$ cat src/rtl/ctrl_pkg.sv
// Shared encodings for the ID/EX control stage: mode/opcode/EX command codes,
// FSM states and the registered control word.
package ctrl_pkg;

    localparam int CMD_W_DEF = 4;

    localparam logic [1:0] MODE_ARITH = 2'b00;
    localparam logic [1:0] MODE_MEM   = 2'b01;
    localparam logic [1:0] MODE_BR    = 2'b10;

    localparam logic [3:0] OP_AND = 4'b0000;
    localparam logic [3:0] OP_EOR = 4'b0001;
    localparam logic [3:0] OP_SUB = 4'b0010;
    localparam logic [3:0] OP_ADD = 4'b0100;
    localparam logic [3:0] OP_ADC = 4'b0101;
    localparam logic [3:0] OP_SBC = 4'b0110;
    localparam logic [3:0] OP_TST = 4'b1000;
    localparam logic [3:0] OP_CMP = 4'b1010;
    localparam logic [3:0] OP_ORR = 4'b1100;
    localparam logic [3:0] OP_MOV = 4'b1101;
    localparam logic [3:0] OP_MVN = 4'b1111;

    localparam logic [3:0] EX_BR  = 4'b0000;
    localparam logic [3:0] EX_MOV = 4'b0001;
    localparam logic [3:0] EX_ADD = 4'b0010;
    localparam logic [3:0] EX_ADC = 4'b0011;
    localparam logic [3:0] EX_SUB = 4'b0100;
    localparam logic [3:0] EX_SBC = 4'b0101;
    localparam logic [3:0] EX_AND = 4'b0110;
    localparam logic [3:0] EX_ORR = 4'b0111;
    localparam logic [3:0] EX_EOR = 4'b1000;
    localparam logic [3:0] EX_MVN = 4'b1001;
    localparam logic [3:0] EX_MEM = 4'b1010;
    localparam logic [3:0] EX_CMP = 4'b1100;
    localparam logic [3:0] EX_TST = 4'b1110;

    typedef enum logic [1:0] {
        ST_RUN      = 2'd0,
        ST_MEM_WAIT = 2'd1,
        ST_BR_FLUSH = 2'd2
    } ctrl_state_e;

    typedef struct packed {
        logic       valid;
        logic [3:0] ex_cmd;
        logic       mem_r;
        logic       mem_w;
        logic       wb_en;
        logic       b;
        logic       sr_update;
        logic       with_src1;
    } ctrl_word_t;

    localparam int CTRL_W = $bits(ctrl_word_t);
    localparam ctrl_word_t NOP_WORD = '0;

endpackage

$ cat src/rtl/ctrl_decode.sv
// Pure combinational decode of {mode, op, s} into a control word plus an
// illegal flag; illegal encodings produce the all-zero NOP word.
module ctrl_decode
    import ctrl_pkg::*;
(
    input  logic [1:0] mode_i,
    input  logic [3:0] op_i,
    input  logic       s_i,
    output ctrl_word_t word_o,
    output logic       illegal_o
);

    always_comb begin
        word_o    = NOP_WORD;
        illegal_o = 1'b0;
        case (mode_i)
            MODE_ARITH: begin
                word_o.valid     = 1'b1;
                word_o.wb_en     = 1'b1;
                word_o.with_src1 = 1'b1;
                word_o.sr_update = s_i;
                case (op_i)
                    OP_MOV: begin word_o.ex_cmd = EX_MOV; word_o.with_src1 = 1'b0; end
                    OP_MVN: begin word_o.ex_cmd = EX_MVN; word_o.with_src1 = 1'b0; end
                    OP_ADD: word_o.ex_cmd = EX_ADD;
                    OP_ADC: word_o.ex_cmd = EX_ADC;
                    OP_SUB: word_o.ex_cmd = EX_SUB;
                    OP_SBC: word_o.ex_cmd = EX_SBC;
                    OP_AND: word_o.ex_cmd = EX_AND;
                    OP_ORR: word_o.ex_cmd = EX_ORR;
                    OP_EOR: word_o.ex_cmd = EX_EOR;
                    OP_CMP: begin word_o.ex_cmd = EX_CMP; word_o.wb_en = 1'b0; end
                    OP_TST: begin word_o.ex_cmd = EX_TST; word_o.wb_en = 1'b0; end
                    default: begin
                        word_o    = NOP_WORD;
                        illegal_o = 1'b1;
                    end
                endcase
            end
            MODE_MEM: begin
                // S selects load (read + writeback) versus store.
                word_o.valid     = 1'b1;
                word_o.ex_cmd    = EX_MEM;
                word_o.mem_r     = s_i;
                word_o.wb_en     = s_i;
                word_o.mem_w     = ~s_i;
                word_o.with_src1 = 1'b1;
            end
            MODE_BR: begin
                word_o.valid  = 1'b1;
                word_o.ex_cmd = EX_BR;
                word_o.b      = 1'b1;
            end
            default: illegal_o = 1'b1;
        endcase
    end

endmodule

$ cat src/rtl/ctrl_pipe_unit.sv
// ID/EX control stage: registers the decoded control word and sequences
// multi-cycle memory waits and post-branch flush bubbles.
module ctrl_pipe_unit
    import ctrl_pkg::*;
#(
    parameter int CMD_W        = CMD_W_DEF,
    parameter int BR_FLUSH_CYC = 2,
    parameter int MEM_TIMEOUT  = 16
) (
    input  logic             clk,
    input  logic             rst,
    input  logic             in_valid,
    input  logic             hazard,
    input  logic             S,
    input  logic [1:0]       mode,
    input  logic [3:0]       OP,
    input  logic             mem_ready,
    output logic             in_ready,
    output logic             out_valid,
    output logic [CMD_W-1:0] EX_CMD,
    output logic             MEM_R,
    output logic             MEM_W,
    output logic             WB_EN,
    output logic             B,
    output logic             SR_update,
    output logic             with_src1,
    output logic             stall_req,
    output logic             flush_req,
    output logic             illegal_op,
    output logic             mem_err,
    output logic [1:0]       dbg_state_o
);

    localparam int CNT_MAX = (BR_FLUSH_CYC > MEM_TIMEOUT) ? BR_FLUSH_CYC : MEM_TIMEOUT;
    localparam int CNT_W   = $clog2(CNT_MAX + 1);

    ctrl_state_e      state_q, state_d;
    logic [CNT_W-1:0] cnt_q, cnt_d;
    ctrl_word_t       ctrl_q, ctrl_d;
    logic             illegal_q, illegal_d;
    logic             mem_err_q, mem_err_d;
    ctrl_word_t       dec_word;
    logic             dec_illegal;
    logic             accept_slot;

    ctrl_decode u_decode (
        .mode_i    (mode),
        .op_i      (OP),
        .s_i       (S),
        .word_o    (dec_word),
        .illegal_o (dec_illegal)
    );

    always_comb begin
        state_d     = state_q;
        cnt_d       = '0;
        ctrl_d      = ctrl_q;
        illegal_d   = 1'b0;
        mem_err_d   = mem_err_q;
        in_ready    = 1'b0;
        stall_req   = 1'b0;
        flush_req   = 1'b0;
        accept_slot = 1'b0;
        case (state_q)
            ST_RUN: accept_slot = 1'b1;
            ST_MEM_WAIT: begin
                if (mem_ready) begin
                    accept_slot = 1'b1;
                end else if (cnt_q == CNT_W'(MEM_TIMEOUT - 1)) begin
                    stall_req = 1'b1;
                    mem_err_d = 1'b1;
                    ctrl_d    = NOP_WORD;
                    state_d   = ST_RUN;
                end else begin
                    stall_req = 1'b1;
                    cnt_d     = cnt_q + CNT_W'(1);
                end
            end
            ST_BR_FLUSH: begin
                flush_req = 1'b1;
                ctrl_d    = NOP_WORD;
                if (cnt_q == CNT_W'(BR_FLUSH_CYC - 1)) state_d = ST_RUN;
                else                                   cnt_d   = cnt_q + CNT_W'(1);
            end
            default: state_d = ST_RUN;
        endcase
        // Shared issue path for RUN and the completing MEM_WAIT cycle.
        if (accept_slot) begin
            in_ready = in_valid & ~hazard;
            state_d  = ST_RUN;
            if (in_ready) begin
                ctrl_d    = dec_word;
                illegal_d = dec_illegal;
                if (dec_word.mem_r | dec_word.mem_w) state_d = ST_MEM_WAIT;
                else if (dec_word.b)                 state_d = ST_BR_FLUSH;
            end else begin
                ctrl_d = NOP_WORD;
            end
        end
    end

    always_ff @(posedge clk or posedge rst) begin
        if (rst) begin
            state_q   <= ST_RUN;
            cnt_q     <= '0;
            ctrl_q    <= NOP_WORD;
            illegal_q <= 1'b0;
            mem_err_q <= 1'b0;
        end else begin
            state_q   <= state_d;
            cnt_q     <= cnt_d;
            ctrl_q    <= ctrl_d;
            illegal_q <= illegal_d;
            mem_err_q <= mem_err_d;
        end
    end

    assign out_valid   = ctrl_q.valid;
    assign EX_CMD      = CMD_W'(ctrl_q.ex_cmd);
    assign MEM_R       = ctrl_q.mem_r;
    assign MEM_W       = ctrl_q.mem_w;
    assign WB_EN       = ctrl_q.wb_en;
    assign B           = ctrl_q.b;
    assign SR_update   = ctrl_q.sr_update;
    assign with_src1   = ctrl_q.with_src1;
    assign illegal_op  = illegal_q;
    assign mem_err     = mem_err_q;
    assign dbg_state_o = state_q;

endmodule

$ cat config.mk
export PLATFORM = sky130hd
export DESIGN_NAME = ctrl_pipe_unit
export DESIGN_NICKNAME = d
export VERILOG_FILES = /design/src/rtl/ctrl_pkg.sv /design/src/rtl/ctrl_decode.sv /design/src/rtl/ctrl_pipe_unit.sv
export SDC_FILE = /design/constraint.sdc
export NUM_CORES = 1
export LEC_CHECK = 0
export BUFFER_PORTS_ARGS = -buffer_cell sky130_fd_sc_hd__buf_2
export CELL_PAD_IN_SITES_DETAIL_PLACEMENT = 0
export CELL_PAD_IN_SITES_GLOBAL_PLACEMENT = 1
export CORE_MARGIN = 2
export CORE_UTILIZATION = 44
export DETAILED_ROUTE_END_ITERATION = 12
export PLACE_DENSITY = 0.86
export SLEW_MARGIN = 20
export SYNTH_ARGS = -nofsm -noshare
export SYNTH_HDL_FRONTEND = slang
export SYNTH_HIERARCHICAL = 1
export SYNTH_SLANG_ARGS = --single-unit
$ cat constraint.sdc
create_clock -name clk -period 3.2 [get_ports clk]
set_input_delay 0.64 -clock clk [delete_from_list [all_inputs] [get_ports clk]]
set_output_delay 0.64 -clock clk [all_outputs]
set_load 0.01 [all_outputs]
* After elaboration in Yosys (flattened, before gate mapping)
Cells that the tools add are included.
Storage, ports and cells: register bits 20, output and inout port bits 18, word-level logic and storage cells 86
Cells by class: add/subtract/negate cells 1, equal/unequal tests 20, mux-type cells 37, bitwise gates (word level) 5, reduce and logical (&&, ||, !) cells 11
Operators with widths (count):
- 2-to-1 mux 11 bit | 4
- case mux 4 bit (11 select lines) | 1
- case mux 11 bit (2 select lines) | 1
- equality test 4 bit (second input constant) | 5
- OR reduction 9 bit | 2
- 2-to-1 mux 5 bit | 3
- case mux 5 bit (3 select lines) | 1
- 2-to-1 mux 2 bit | 7
- 2-to-1 mux 1 bit | 13
- equality test 4 x 3 -> 1 bit (second input constant) | 3
- OR reduction 11 bit | 1
- case mux 5 bit (2 select lines) | 1
- != test 3 bit (second input constant) | 3
- case mux 1 bit (2 select lines) | 4
- case mux 2 bit (3 select lines) | 1
- case mux 3 bit (2 select lines) | 1
- AND reduction 3 bit | 2
- adder 5 x 1 -> 5 bit (second input constant) | 1
- equality test 5 x 1 -> 1 bit (second input constant) | 1
- equality test 5 x 4 -> 1 bit (second input constant) | 1
- equality test 2 x 1 -> 1 bit (second input constant) | 2
- equality test 2 bit (second input constant) | 2
- equality test 4 x 1 -> 1 bit (second input constant) | 1
- equality test 4 x 2 -> 1 bit (second input constant) | 1
- other kinds (9) | 12

* Depth between registers and ports, before layout
Gate-level depths: netlist of run 1.
depth in word-level cells 8, gate-level depth with buffers 8

* Cells and area by module
Netlist of run 1, hierarchy kept.
Modules (own cells, without submodules):
- ctrl_pipe_unit | times used 1, cells each 89, area each 1053.5 sq um, seq. area each 500.5 sq um
- ctrl_decode | times used 1, cells each 43, area each 311.5 sq um, seq. area each 0.0 sq um

* Worst setup path after synthesis of run 1
Ideal clock, no wire load.
path type reg-to-output, from register state_q[1] (netlist: dbg_state_o[1]), to output in_ready, arrival time 1.320 ns, data required time 2.560 ns, slack 1.240 ns, stages on the path, launching flop included 6, buffers on the path 1, path through dfrtp_1 -> inv_1 -> ha_1 -> a21o_1 -> clkbuf_1 -> and2_1
On the way: longest elaborated chain between the ends 3, elaborated cells between the ends (all ways) 4, those cells by class eq/ne: 1; mux: 2; reduce/logical: 1
RTL lines:
- start, declared | RTL line ctrl_pipe_unit.sv:37 | ctrl_state_e state_q, state_d;
- start signal, assigned | RTL line ctrl_pipe_unit.sv:110 | state_q <= state_d;
- equality test 2 x 1 -> 1 bit or zero test 2 bit (tied branches) | RTL line ctrl_pipe_unit.sv:64 | case (state_q)
- case mux 1 bit (2 select lines) (*) | RTL line ctrl_pipe_unit.sv:64
- 2-to-1 mux 1 bit (*) | RTL line ctrl_pipe_unit.sv:88 | if (accept_slot) begin
- end, declared | RTL line ctrl_pipe_unit.sv:18 | output logic in_ready,
Every way passes the cells marked *; elsewhere a longest branch is shown, timed or not.

* Worst setup path in the final report of run 1
Same ends and word-level chain as after synthesis.

==> metrics.txt, run 1 <==
Seq cells post-synth=20; Final Core Density=0.518; min cycle time layout=2440 ps; area leader, netlist=dfrtp_1; Gate power share=0.180; GRT Overall Usage=0.168; Clock Latency Late Sink=290 ps; initial DRC count=52; TritonCTS Buffers=3; die area=0.00356 mm^2; core area=0.00300 mm^2; starting density of the core=0.455; Post-DP Area=0.00151 mm^2; crit-path max FO=15; fmax=409 MHz; Slew Limit Fails=0; Synth Area in XOR/XNOR=0.0257; drt drc=0; Crit path depth=5; critical path class=reg2out; first-pass GRT wire length=4570 um; setup TNS=0 ps; Antenna Cells=0; Tightest Hold Check Type=in2async; Pre-antenna DRT Iters=5; Sequential Power Share=0.528; top cell type's share of synthesized area=0.367; EDFF count, synth=0; Max IR drop VDD=0.0999 mV; clock skew=6.65 ps; distinct cell type count after synthesis=42; switching power=130 uW; reg2reg setup slack=890 ps; slowest stage delay, CP=460 ps; CTS tree=yes; vias=1040; CP max stage cell=dfrtp_1; Clock Tree Buf Depth=2; PnR worst setup slack=758 ps; clk sinks=20; Int Pwr=366 uW; hold slack=456 ps; clock transition at the registers of the reported paths=120 ps; Post-Syn Instances=132; largest family of logic cells by synthesized area=simple AND/OR/NAND/NOR gates; cell area after synthesis=0.00137 mm^2; vias per cell=5.36; pre-CTS WS=736 ps; Rel. slew slack=0.502; Placement Rows=20; sw frac=0.262; startpoint types=flop; Layout area overhead=13.8%; H-tree depth=1; final period utilization=0.763; CTS hold repair buffers=0; Post-synth ARST share=1.00; routed len/inst=13.5 um; Routed WL=2630 um; Reg2Reg Depth=8; Die H=59.7 um; largest net degree at the start of global routing=21; Ys Warns=6; Overflow after GRT=0; compound-cell area share of the yosys netlist=0.118; status=complete, no violations; Worst EP arrival=1800 ps; post-layout instance area=0.00155 mm^2; vias in the first global route=1001; Synth area leaders=dfrtp_1 (37%), ha_1 (10%), mux2_1 (8.2%); GP Congestion=0.822; multiplexer area fraction after synthesis=0.105; post-synthesis area per instance=10.3 um^2; Leakage=0.000882 uW; post-synthesis sequential area ratio=0.367; crit path cell chain=inv_1 > ha_1 > a21o_1 > and2_1 > buf_2; # fillers=273; power per cell area=319 mW/mm^2; most common flop cell mapped by yosys=dfrtp_1; nets=185; unrepaired setup endpoints after global routing=false; final setup violation count=0; Mapped Nets=155; Worst setup EP type=output pin; final hold vios=0; clk root buf=clkbuf_4; Final ANT Viol Nets=0; initial antenna violation count=0; Top delay family on crit path=flip-flops; Port Buffers=29; Post-CTS Setup Bufs=0; Post-Synth Adder-Cell Area=0.101; WP buf/inv=2; share of layout cells above drive strength 1=0.267; dpl hpwl=2090 um; IO Pins=30; CP Data Required Time=2560 ps; Clock Power Share=0.293; Worst-Margin Slew=746 ps; post_cts resized=0; post-synthesis simple-gate area fraction=0.209; Die W=59.7 um; Max-Cap Viols=0
-- logic make-up (layout without fill, tap and decap cells) --
family / Yosys count / after routing
and+or+nand+nor: 46 / 46
DFF: 20 / 20
buffers and inverters: 20 / 49
AOI/OAI and AO/OA: 18 / 18
muxes: 13 / 13
adders and majority gates: 11 / 11
xor gates and xnor gates: 4 / 4
-- state kept, by name, summed over array words and instances, names as in the netlist --
signal       count
with_src1        1
SR_update        1
dbg_state_o      2
EX_CMD           4
B                1
out_valid        1
WB_EN            1
cnt_q            5
illegal_op       1
MEM_W            1
mem_err          1
MEM_R            1
-- metal layers --
layer | GRT usage | wire length, um
met1 | 0.218 | 1150
met2 | 0.278 | 1370
met3 | 0.0130 | 74
met4 | 0.0857 | 34
met5 | 0 | 0
-- final timing paths --
| kind | start | end |
|---|---|---|
| worst max-delay path | dbg_state_o[1] | in_ready |
| worst min-delay path | rst | out_valid |
| worst max register to register | cnt_q[0] | EX_CMD[3] |
| worst min register to register | mem_err | mem_err |
| max in group asynchronous | rst | cnt_q[2] |
| min in group clk | mem_err | mem_err |
-- power groups by stage --
stage	logic, uW	registers (uW)	clock network [uW]
after detailed placement	89.2	267	0
after CTS	89.6	262	151
after global routing	100	263	157
after floorplan	61.1	269	0
after global placement	87.1	267	0
final	89.2	262	145
-- Yosys cell counts (2+ instances only) --
| cell type | instances |
|---|---|
| a21o_1 | 2 |
| a21oi_1 | 2 |
| a31o_2 | 2 |
| and2_1 | 2 |
| and3_1 | 13 |
| buf_6 | 2 |
| clkbuf_1 | 2 |
| dfrtp_1 | 20 |
| ha_1 | 11 |
| inv_1 | 13 |
| mux2_1 | 10 |
| mux2i_1 | 2 |
| nand2_1 | 5 |
| nand3_1 | 3 |
| nand3b_1 | 3 |
| nand4_1 | 2 |
| nor2_1 | 4 |
| nor2b_1 | 3 |
| nor3b_1 | 4 |
| nor4_1 | 2 |
| o21a_1 | 2 |
| xor2_1 | 3 |
-- area by class of cell --
| type | instances | area, um^2 | share of cell area |
|---|---|---|---|
| flip-flops and latches | 20 | 500 | 0.322 |
| well taps | 33 | 41.3 | 0.0266 |
| repair buffers | 31 | 160 | 0.103 |
| multi-input cells | 92 | 763 | 0.491 |
| inverters | 14 | 52.6 | 0.0338 |
| clock buffers | 4 | 36.3 | 0.0233 |
-- per-stage QoR --
step	cells	total power [uW]
floorplan	132	331
global placement	189	354
global route	194	520
finish	194	496
CTS	193	503
detailed placement	189	356
-- placed cells by master (no fill, tap or decap), types with 2 or more instances in the layout --
cell	count
buf_2	29
dfrtp_1	20
inv_1	13
and3_1	13
ha_1	11
mux2_1	10
nand2_1	5
nor2_1	4
nor3b_1	4
nor2b_1	3
nand3_1	3
xor2_1	3
nand3b_1	3
clkbuf_4	3
a21o_1	2
nand4_1	2
mux2i_1	2
o21a_1	2
and2_1	2
buf_4	2
a31o_2	2
nor4_1	2
a21oi_1	2
No activity file was read; power rests on OpenSTA's default activity.
==> run 2, diff against run 1 <==
Settings changed: CORE_UTILIZATION 44 to 37, PLACE_DENSITY 0.86 to 0.78.
Clock period 3.2 ns to 2.2 ns, I/O delays scaled along.
==> run 2 against run 1 <==
Against the previous run: sequential cell count unchanged; non-clock buffer count increased by 1; clock skew decreased by 4.9 ps; combinational power increased by 48%; register-to-register slack got worse by 720 ps; clock power increased to 2.5 times the previous value; sequential power increased by 45%; via count increased by 1.4%; critical endpoint is now MEM_W.
==> metrics.txt, run 2 (synthesis results as in run 1) <==
Port Buffers=29; TritonCTS Buffers=3; RR Startpoint=cnt_q[0]; startpoint types=flop; uppermost routed layer=met4; H-tree depth=1; most common cell after layout, fill and taps aside=buf_2; Die W=64.7 um; IO Pins=30; clk sinks=20; clock skew=1.79 ps; fmax=492 MHz; Max IR drop VDD=0.210 mV; Critical Path Most Common Cell=ha_1; final setup violation count=0; vias=1055; core area=0.00361 mm^2; Max-Cap Viols=0; unrepaired setup endpoints after global routing=false; vias in the first global route=1068; met3 routed WL=77 um; Pre-antenna DRT Iters=4; Die H=64.7 um; largest net degree at the start of global routing=21; clock transition at the registers of the reported paths=70 ps; slowest stage delay, CP=420 ps; Worst setup EP type=flop; Clock Latency Late Sink=260 ps; Layout area overhead=18.3%; share of layout cells above drive strength 1=0.272; initial antenna violation count=0; hold slack=304 ps; Tightest Hold Check Type=in2async; WP buf/inv=2; clk root buf=clkbuf_8; Overflow after GRT=0; dpl hpwl=2110 um; Slew Limit Fails=0; setup TNS=0 ps; Leakage=0.000901 uW; power per cell area=543 mW/mm^2; vias per cell=5.02; drt drc=0; DRT met1 WL=1170 um; Routed WL=2670 um; Antenna Cells=0; most frequent cells in the layout=buf_2 (29), dfrtp_1 (20), inv_1 (13), and3_1 (13), ha_1 (11); GP Congestion=0.835; crit path cell chain=ha_1 > nand3_1 > inv_1 > ha_1 > nor2_1 > o22ai_1 > buf_4 > mux2_1; Final ANT Viol Nets=0; status=complete, no violations; GRT Overall Usage=0.149; Met2 Routed Length=1350 um; die area=0.00419 mm^2; Rel. slew slack=0.496; CTS hold repair buffers=0; CTS tree=yes; first-pass GRT wire length=4800 um; crit-path max FO=11; number of flip-flops in the largest register=5; Top delay family on crit path=adder cells; Placement Rows=22; initial DRC count=59; min cycle time layout=2030 ps; routed len/inst=12.7 um; post_cts resized=0; starting density of the core=0.379; nets=186; Post-CTS Setup Bufs=0; Worst EP arrival=2170 ps; final period utilization=0.923; CP Data Required Time=2340 ps; critical path class=reg2reg; Worst-Margin Slew=755 ps; Top reg by flops=cnt_q; Crit. Startpoint=cnt_q[0]; CP max stage cell=dfrtp_1; final hold vios=0; Clock Tree Buf Depth=2
==> run 2: path summary, 6_finish.rpt <==
kind                            cells after the start  slack, ps             end
worst max-delay path                                8        170           MEM_W
worst min-delay path                                2        300        cnt_q[0]
worst max register to register                      8        170           MEM_W
worst min register to register                      1        470         mem_err
max in group asynchronous                           2       1420  dbg_state_o[0]
min in group clk                                    1        470         mem_err
==> run 2: layer usage <==
layer | vias up | GRT usage
met5 | - | 0
li1 | 524 | -
met3 | 4 | 0.0226
met4 | 0 | 0.0798
met1 | 504 | 0.186
met2 | 23 | 0.245
==> run 2: final cells by class <==
| class | instances | area (um^2) |
|---|---|---|
| fillers | 354 | 1990 |
| multi-input cells | 92 | 763 |
| flip-flops and latches | 20 | 500 |
| repair buffers | 32 | 168 |
| well taps | 48 | 60.1 |
| inverters | 14 | 52.6 |
| clock buffers | 3 | 41.3 |
| clock inverters | 1 | 30.0 |
==> run 2: where the power goes <==
group          internal [uW]  switching [uW]
logic                   57.3            74.5
clock network            243             121
registers                376            5.24
==> run 2: per-stage QoR <==
step	power, uW	area (um^2)	utilization	instances	worst slack [ps]
global placement	518	1540	0.428	206	252
finish	877	1620	0.448	210	169
CTS	888	1620	0.448	210	148
floorplan	481	1370	-	132	293
detailed placement	521	1540	0.428	206	168
global route	929	1620	0.448	210	57.8
